<file path="src/rtl/bakraid_bank_sched.sv">
// Read scheduler between four ROM bank slot managers and one SDRAM read port.
// Optional macro BAKRAID_BANK0_PRIO_EN: bank 0 always wins in IDLE; the pointer advances only on non-bank-0 completions.
module bakraid_bank_sched #(
    parameter int BURST  = 2,
    parameter int TO_CYC = 255
) (
    input  logic        i_clk,
    input  logic        i_rst,
    input  logic        i_downloading,
    input  logic [3:0]  i_ba_rd,
    input  logic [21:0] i_ba0_addr,
    input  logic [21:0] i_ba1_addr,
    input  logic [21:0] i_ba2_addr,
    input  logic [21:0] i_ba3_addr,
    output logic [3:0]  o_ba_ack,
    output logic [3:0]  o_ba_dst,
    output logic [3:0]  o_ba_rdy,
    output logic        o_sd_req,
    output logic [1:0]  o_sd_ba,
    output logic [21:0] o_sd_addr,
    input  logic        i_sd_ack,
    input  logic        i_sd_dst,
    input  logic        i_sd_rdy,
    output logic        o_busy,
    output logic        o_err
);

    typedef enum logic [1:0] {
        S_IDLE,
        S_REQ,
        S_DATA
    } state_t;

    state_t      r_state;
    state_t      w_state_nxt;
    logic [1:0]  r_ptr;
    logic [1:0]  r_owner;
    logic [21:0] r_addr;
    logic        r_sd_req;
    logic [7:0]  r_wcnt;
    logic [7:0]  r_tocnt;
    logic        r_err;

    logic [21:0] w_addr [4];
    logic [1:0]  w_pick;
    logic        w_pick_vld;
    logic [3:0]  w_owner_oh;
    logic        w_in_req;
    logic        w_in_data;
    logic        w_grant;
    logic        w_withdraw;
    logic        w_timeout;
    logic        w_done;
    logic        w_cnt_err;
    logic        w_adv;

    assign w_addr[0] = i_ba0_addr;
    assign w_addr[1] = i_ba1_addr;
    assign w_addr[2] = i_ba2_addr;
    assign w_addr[3] = i_ba3_addr;

    // Round-robin pick: scan offsets from high to low so the nearest requester at/after the pointer wins.
    // NOTE: every always_comb output gets a default first so no path leaves it unassigned (no latch).
    always_comb begin
        w_pick     = 2'd0;
        w_pick_vld = 1'b0;
        for (int i = 3; i >= 0; i--) begin
            if (i_ba_rd[r_ptr + 2'(i)]) begin
                w_pick_vld = 1'b1;
                w_pick     = r_ptr + 2'(i);
            end
        end
`ifdef BAKRAID_BANK0_PRIO_EN
        if (i_ba_rd[0]) begin
            w_pick = 2'd0;
        end
`endif
    end

    assign w_owner_oh = 4'(1) << r_owner;
    assign w_in_req   = (r_state == S_REQ);
    assign w_in_data  = (r_state == S_DATA);
    assign w_grant    = (r_state == S_IDLE) && !i_downloading && w_pick_vld;
    assign w_withdraw = w_in_req && !i_sd_ack && !i_ba_rd[r_owner];
    assign w_timeout  = w_in_data && !i_sd_rdy && (r_tocnt == 8'(TO_CYC - 1));
    assign w_done     = w_in_data && (i_sd_rdy || w_timeout);
    assign w_cnt_err  = w_in_data && i_sd_rdy && (r_wcnt != 8'(BURST - 1));

`ifdef BAKRAID_BANK0_PRIO_EN
    assign w_adv = w_done && (r_owner != 2'd0);
`else
    assign w_adv = w_done;
`endif

    // Controller strobes reach only the owning bank, with no register in the path.
    assign o_ba_ack  = {4{i_sd_ack & w_in_req}} & w_owner_oh;
    assign o_ba_dst  = {4{i_sd_dst & w_in_data}} & w_owner_oh;
    assign o_ba_rdy  = {4{w_done}} & w_owner_oh;
    assign o_sd_req  = r_sd_req;
    assign o_sd_ba   = r_owner;
    assign o_sd_addr = r_addr;
    assign o_busy    = (r_state != S_IDLE);
    assign o_err     = r_err;

    always_comb begin
        w_state_nxt = r_state;
        unique case (r_state)
            S_IDLE: if (w_grant) w_state_nxt = S_REQ;
            S_REQ: begin
                if (i_sd_ack) begin
                    w_state_nxt = S_DATA;
                end else if (w_withdraw) begin
                    w_state_nxt = S_IDLE;
                end
            end
            S_DATA: if (w_done) w_state_nxt = S_IDLE;
            default: w_state_nxt = S_IDLE;
        endcase
    end

    // NOTE: sequential state uses non-blocking assignments so every register samples pre-edge values.
    always_ff @(posedge i_clk or posedge i_rst) begin
        if (i_rst) begin
            r_state  <= S_IDLE;
            r_ptr    <= 2'd0;
            r_owner  <= 2'd0;
            r_addr   <= 22'd0;
            r_sd_req <= 1'b0;
            r_wcnt   <= 8'd0;
            r_tocnt  <= 8'd0;
            r_err    <= 1'b0;
        end else begin
            r_state <= w_state_nxt;

            if (w_grant) begin
                r_owner  <= w_pick;
                r_addr   <= w_addr[w_pick];
                r_sd_req <= 1'b1;
            end else if (w_in_req && (i_sd_ack || w_withdraw)) begin
                r_sd_req <= 1'b0;
            end

            if (w_in_req && i_sd_ack) begin
                r_wcnt  <= 8'd0;
                r_tocnt <= 8'd0;
            end else if (w_in_data) begin
                if (i_sd_dst && (r_wcnt != 8'hff)) begin
                    r_wcnt <= r_wcnt + 8'd1;
                end
                r_tocnt <= r_tocnt + 8'd1;
            end

            if (w_timeout || w_cnt_err) begin
                r_err <= 1'b1;
            end

            if (w_adv) begin
                r_ptr <= r_owner + 2'd1;
            end
        end
    end

endmodule

</file>
<file path="config.mk">
export PLATFORM = sky130hd
export DESIGN_NAME = bakraid_bank_sched
export DESIGN_NICKNAME = d
export VERILOG_FILES = /design/src/rtl/bakraid_bank_sched.sv
export SDC_FILE = /design/constraint.sdc
export NUM_CORES = 1
export LEC_CHECK = 0
export ABC_AREA = 1
export CAP_MARGIN = 10
export CORE_UTILIZATION = 47
export DETAILED_ROUTE_END_ITERATION = 8
export PLACE_DENSITY = 0.84
export SKIP_LAST_GASP = 1
export SLEW_MARGIN = 20
export SYNTH_ARGS = -nofsm -noshare
export SYNTH_HDL_FRONTEND = slang
export SYNTH_SLANG_ARGS = --single-unit
export TNS_END_PERCENT = 30
</file>
<file path="constraint.sdc">
create_clock -name i_clk -period 4.5 [get_ports i_clk]
set_clock_uncertainty 0.2 [all_clocks]
set_input_delay 0.45 -clock i_clk [delete_from_list [all_inputs] [get_ports i_clk]]
set_output_delay 0.45 -clock i_clk [all_outputs]
set_load 0.03 [all_outputs]
</file>
==> results of run 1 <==
==> power groups by stage <==
stage	Combinational, µW	Sequential [µW]	Clock (µW)
after global placement	2240	694	0
after global routing	2600	720	290
final	2310	701	267
after CTS	2310	699	269
after floorplan	1490	898	0
after detailed placement	2300	704	0
==> sequential cells by signal, indices dropped and copies added (netlist names) <==
| name | count |
|---|---|
| o_sd_addr | 22 |
| r_tocnt | 8 |
| r_wcnt | 8 |
| o_sd_ba | 2 |
| r_ptr | 2 |
| r_state | 2 |
| o_err | 1 |
| o_sd_req | 1 |
==> final timing paths <==
kind	startpoint	end	slack, ps	cells after the start
setup / recovery	i_ba_rd[1]	o_sd_addr[11]	1170	15
hold / removal	o_sd_req	o_sd_req	290	2
setup reg to reg	r_ptr[0]	o_sd_addr[11]	1200	14
hold reg to reg	o_sd_req	o_sd_req	290	2
max in group asynchronous	i_rst	r_wcnt[6]	3050	2
min in group asynchronous	i_rst	r_tocnt[5]	460	2
==> area by class of cell <==
class | count | area [µm²] | area share (%)
multi-input combinational | 380 | 1730 | 35.4
clock inverter | 2 | 12.5 | 0.256
tap | 96 | 120 | 2.46
clock buffer | 6 | 82.6 | 1.69
sequential | 46 | 1150 | 23.6
timing repair buffer | 139 | 1380 | 28.4
inverter | 107 | 402 | 8.23
==> per-stage QoR <==
step           util [%]  hold slack, ps
4_1_cts            71.0             292
3_3_place_gp       69.6             250
2_1_floorplan         -             300
6_report           71.0             286
3_5_place_dp       69.6             265
5_1_grt            71.0             302
==> cell families (layout without fill, tap and decap cells) <==
logic type	after synthesis	after routing	share of synthesized area, %
adders and majority gates	8	8	2.96
muxes	1	1	0.333
DFF	46	46	34.0
buffers and inverters	126	254	14.9
and+or+nand+nor	338	338	42.3
AOI/OAI and AO/OA	33	33	5.48
==> metal layers <==
metal / global-route usage (%) / up-vias / wire length, µm
met1: 35.5 / 1714 / 4250
met2: 44.8 / 173 / 4380
met4: 9.85 / 0 / 226
li1: - / 1944 / -
met5: 0 / - / 0
met3: 3.52 / 22 / 649
==> worst max-delay path, cell delays in order <==
cell             delay (ps)
clkdlybuf4s50_1         480
inv_1                    70
nand2_1                  90
nand3_1                 120
nand2_1                 140
inv_2                    50
nor2_1                  100
nor2_1                   60
nand2_2                 420
nand2_2                 630
inv_1                   430
nand2_1                  80
nand2_1                  60
nand2_1                  60
nand3_1                 100
==> cell usage after synthesis <==
cell type	n	area, µm²
buf_4	4	30.0
clkinv_1	1	3.75
nand2_1	197	739
ha_1	8	100
nor2_1	29	109
nor4_1	2	12.5
o32ai_1	1	8.76
a21boi_2	1	11.3
o22ai_1	2	12.5
nor2_2	2	12.5
buf_2	13	65.1
mux2_2	1	11.3
o21ai_0	18	90.1
clkbuf_1	2	7.51
a41oi_1	1	8.76
nand4_1	2	12.5
nand3_1	90	450
a21oi_1	8	40.0
nor3_1	5	25.0
o21ai_1	1	5.00
inv_2	4	15.0
or2_0	3	18.8
dfrtp_1	46	1150
a2bb2oi_1	1	8.76
inv_1	102	383
nand2_2	4	25.0
or2_1	4	25.0
==> out/results.tsv, run 1 <==
stage	metric	value	unit
yosys	ys_seq_area_share	34.0	%
place	dp.cells	768	
yosys	syn_area_per_cell	6.13	µm²
global_route	gr-total-overflow	0	
clock_tree	cts-resized-gates	0	
floorplan	core-area	6870	µm²
finish	layout_commonest_cell	nand2_1	
routing	wl_per_cell	12.2	µm
timing	fin_crit_sh	74.1	%
global_route	antenna_found_initial	0	
place	io_buffers	136	
finish	fin_cells	776	
status	status	completed	
pwr	p_clk_share	8.1	%
floorplan	ios	137	
worst_setup_path	endpoint_kind	flop	
yosys	ys_seq_elements	46	
worst_setup_path	start_kind	primary input	
timing	layout_setup_ws	1170	ps
clock_tree	clock_sinks	46	
routing	drc	0	
floorplan	die_w	86.8	µm
place	pre_cts_ws	913	ps
timing	fmax	300	MHz
worst_setup_path	crit_path_max_fanout	53	
worst_setup_path	worstPathRequired	4530	ps
finish	fill_cells	576	
finish	mostFrequentLayoutCells	nand2_1 (197), clkdlybuf4s50_1 (136), inv_1 (101), nand3_1 (90), dfrtp_1 (46)	
pwr	seq_power_share	21.4	%
timing	tns	0	ps
routing	detail_route.first_pass.iterations	7	
timing	setup_violations	0	
floorplan	die-area	7540	µm²
floorplan	start_util	49.2	%
clock_tree	cts_max_path_buffers	2	
timing	worst_pin_slew	925	ps
finish	antenna_cells	0	
routing	vias	3853	
clock_tree	hold_buffers	0	
clock_tree	cts_root_buf	clkbuf_8	
clock_tree	cts_setup_buffers	0	
routing	routed_wl	9510	µm
global_route	grt_pass1_wl	16200	µm
yosys	syn_area	3380	µm²
global_route	grtUsageTotal	26.8	%
floorplan	fp.dieH	86.8	µm
clock_tree	cts_buffers	5	
clock_tree	cts_tree	built	
timing	finalMaxSlewViolations	0	
routing	ant_nets	0	
floorplan	rows	30	
clock_tree	clk_pin_slew	100	ps
place	dpl_cell_area	4780	µm²
yosys	yosysWarnings	0	
timing	rsz0062_at_grt	false	
timing	maxSlewHeadroom	38.2	%
finish	area_growth	44.2	%
run	cap_viol_max_count	0	
yosys	synth_cell_types	27	
pwr	ir_worst_vdd	396	µV
pwr	leakagePower	0.00255	µW
pwr	combinationalPowerShare	70.5	%
routing	viasPerCell	4.97	
pwr	p_per_area	672	nW/µm²
place	hpwl	7430	µm
worst_hold_path	hp-class	reg2reg	
worst_setup_path	crit_arrival	3370	ps
global_route	grt_pass1_vias	3648	
global_route	grt_max_degree	54	
pwr	p_sw	1770	µW
worst_setup_path	setup.worst_path.class	in2reg	
timing	final_hold_viol_count	0	
finish	design_area	4880	µm²
clock_tree	clk-insertion-delay-late	310	ps
finish	drive_gt1_share	3.53	%
yosys	synth_fp_nets	658	
routing	first_iter_violations	140	
pwr	swShare	54.0	%
clock_tree	cts-htree-levels	2	
yosys	syn_inst	552	
pwr	intPower	1510	µW
finish	nets	785	
place	gp_congestion	0.912	
pwr	finalPower	3280	µW
timing	fin_crit	3330	ps
No activity file was read; power rests on OpenSTA's default activity.
==> run 2: changes to the inputs <==
--- a/config.mk
+++ b/config.mk
@@ -7,9 +7,9 @@
 export LEC_CHECK = 0
 export ABC_AREA = 1
 export CAP_MARGIN = 10
-export CORE_UTILIZATION = 47
+export CORE_UTILIZATION = 40
 export DETAILED_ROUTE_END_ITERATION = 8
-export PLACE_DENSITY = 0.84
+export PLACE_DENSITY = 0.76
 export SKIP_LAST_GASP = 1
 export SLEW_MARGIN = 20
 export SYNTH_ARGS = -nofsm -noshare
==> constraint.sdc (replaced) <==
create_clock -name i_clk -period 2.9 [get_ports i_clk]
set_clock_uncertainty 0.2 [all_clocks]
set_input_delay 0.29 -clock i_clk [delete_from_list [all_inputs] [get_ports i_clk]]
set_output_delay 0.29 -clock i_clk [all_outputs]
set_load 0.03 [all_outputs]
==> run 2 against run 1 <==
Final cell count increased by 2.1%. Power increased by 56%. Sequential share of layout area decreased by 0.32 points. Clock power increased by 54%. Routed wire length decreased by 5.0%. Highest routed layer unchanged. Register-to-register slack got worse by 560 ps. Combinational power increased by 57%. Critical path type is now reg2out. Sequential power increased by 55%.
==> out/results.tsv, run 2 (same netlist as run 1, synthesis figures left out) <==
stage	metric	value	unit	change
status	status	completed		
clock_tree	cts_setup_buffers	0		unchanged
clock_tree	hold_buffers	0		unchanged
place	dpl_cell_area	4850	µm²	+1.3%
timing	tns	0	ps	unchanged
finish	fin_cells	792		+2.1%
place	pre_cts_ws	217	ps	-696 ps
place	hpwl	7280	µm	-2.0%
pwr	leakagePower	0.00260	µW	+2.1%
pwr	intPower	2420	µW	+60%
clock_tree	cts-resized-gates	0		unchanged
worst_setup_path	crit_path_max_fanout	6		-89%
global_route	grt_pass1_vias	3317		-9.1%
timing	rsz0062_at_grt	true		
finish	largest_reg_flops	22		unchanged
timing	worst_pin_slew	581	ps	-344 ps
floorplan	rows	33		+10%
finish	area_growth	46.2	%	
worst_setup_path	cp-endpoint	o_ba_rdy[2]		
worst_setup_path	worstPathRequired	2410	ps	-2120 ps
timing	fin_crit_sh	98.3	%	
worst_setup_path	endpoint_kind	output pin		
finish	mostFrequentLayoutCells	nand2_1 (197), clkdlybuf4s50_1 (135), inv_1 (101), nand3_1 (90), dfrtp_1 (46)		
worst_setup_path	reg2regPathDepth	15		+1
timing	fmax	351	MHz	
timing	finalMaxSlewViolations	0		unchanged
pwr	swShare	52.8	%	-1.2 points
global_route	grt_max_degree	47		-13%
floorplan	die_w	94.0	µm	+8.2%
routing	first_iter_violations	151		+7.9%
pwr	ir_worst_vdd	593	µV	+50%
routing	drc	0		unchanged
place	gp_congestion	0.841		-7.8%
global_route	antenna_found_initial	0		unchanged
routing	vias	3685		-4.4%
pwr	p_per_area	1040	nW/µm²	+54%
worst_setup_path	start_kind	flop		
worst_setup_path	critPathLaunch	r_state[0]		
floorplan	start_util	41.2	%	-8.1 points
worst_setup_path	r2r_end	o_sd_addr[4]		
worst_setup_path	setup.worst_path.class	reg2out		
finish	drive_gt1_share	4.37	%	+0.84 points
clock_tree	cts-htree-levels	2		unchanged
timing	layout_setup_ws	48.8	ps	-1120 ps
clock_tree	cts_max_path_buffers	2		unchanged
routing	ant_nets	0		unchanged
finish	layout_commonest_cell	nand2_1		
pwr	finalPower	5130	µW	+56%
place	dp.cells	784		+2.1%
finish	fill_cells	741		+29%
timing	fin_crit	2850	ps	
pwr	seq_power_share	21.2	%	-0.2 points
place	io_buffers	136		unchanged
floorplan	fp.dieH	94.0	µm	+8.2%
worst_hold_path	hp-class	in2async		
routing	viasPerCell	4.65		-6.3%
floorplan	core-area	8220	µm²	+20%
timing	final_hold_viol_count	0		unchanged
run	cap_viol_max_count	0		unchanged
worst_setup_path	r2r-start	r_ptr[0]		
worst_setup_path	r2r_slack	640	ps	-560 ps
routing	routed_wl	9030	µm	-5.0%
floorplan	die-area	8830	µm²	+17%
timing	setup_violations	0		unchanged
pwr	p_clk_share	8.0	%	about the same
finish	nets	792		+0.89%
worst_setup_path	crit_arrival	2360	ps	-1010 ps
clock_tree	clk_pin_slew	90	ps	about the same
clock_tree	cts_buffers	5		unchanged
pwr	p_sw	2710	µW	+53%
routing	wl_per_cell	11.4	µm	-6.9%
clock_tree	cts_root_buf	clkbuf_8		
floorplan	ios	137		unchanged
finish	antenna_cells	0		unchanged
global_route	grt_pass1_wl	14800	µm	-8.7%
finish	design_area	4940	µm²	+1.4%
global_route	gr-total-overflow	0		unchanged
clock_tree	clk-insertion-delay-late	290	ps	-20 ps
pwr	combinationalPowerShare	70.8	%	+0.3 points
clock_tree	clock_sinks	46		unchanged
clock_tree	cts_tree	built		
timing	maxSlewHeadroom	61.3	%	+23 points
global_route	grtUsageTotal	20.9	%	-5.9 points
routing	detail_route.first_pass.iterations	4		-3
==> run 2: cell types whose count changed in the layout (fill, tap and decap cells not counted), sizes merged <==
cell / change
inv: +1
clkinvlp: -1
clkbuf: +1
clkdlybuf4s50: -1
dlymetal6s2s: +1
clkinv: -1
buf: +7
==> run 2: metrics by stage <==
| stage | util, % | hold slack, ps |
|---|---|---|
| final | 60.2 | 245 |
| after global routing | 60.2 | 297 |
| after CTS | 60.1 | 276 |
| after detailed placement | 59.0 | 264 |
| after global placement | 59.0 | 253 |
| after floorplan | - | 197 |
==> run 2: area by class of cell <==
class / count / area [µm²] / share of cell area (%)
well taps: 105 / 131 / 2.66
flip-flops and latches: 46 / 1150 / 23.3
clock buffers: 7 / 86.3 / 1.75
repair buffers: 146 / 1440 / 29.1
multi-input cells: 380 / 1730 / 34.9
inverters: 107 / 402 / 8.12
clock inverters: 1 / 8.76 / 0.177
==> run 2: per-layer routing <==
layer | routed length (µm) | up-vias | global-route usage (%)
li1 | - | 1954 | -
met1 | 3820 | 1601 | 25.5
met2 | 4500 | 124 | 36.8
met3 | 664 | 6 | 5.18
met4 | 49 | 0 | 4.87
met5 | 0 | - | 0
==> run 2: critical path: stages (launching register included) <==
cell and delay [ps]:
dfrtp_1 410, nor2_1 350, nand4_1 210, nand2_1 190, inv_1 110, nor2_1 110
clkdlybuf4s50_1 680
==> run 2: worst min path at each step <==
| stage | startpoint | endpoint | slack (ps) | depth (start not counted) |
|---|---|---|---|---|
| detailed placement | o_sd_addr[13] | o_sd_addr[13] | 260 | 2 |
| CTS | i_rst | o_sd_addr[16] | 280 | 3 |
| global route | i_rst | r_wcnt[3] | 300 | 3 |
| finish | i_rst | o_sd_addr[10] | 250 | 3 |
| global placement | o_err | o_err | 250 | 2 |
| floorplan | i_sd_rdy | r_state[1] | 200 | 1 |
==> run 2: power by group through the flow <==
stage	logic (µW)	clock network [µW]	registers (µW)
floorplan	2310	0	1390
global placement	3560	0	1090
detailed placement	3640	0	1100
CTS	3650	421	1090
global route	4070	446	1120
finish	3630	410	1090
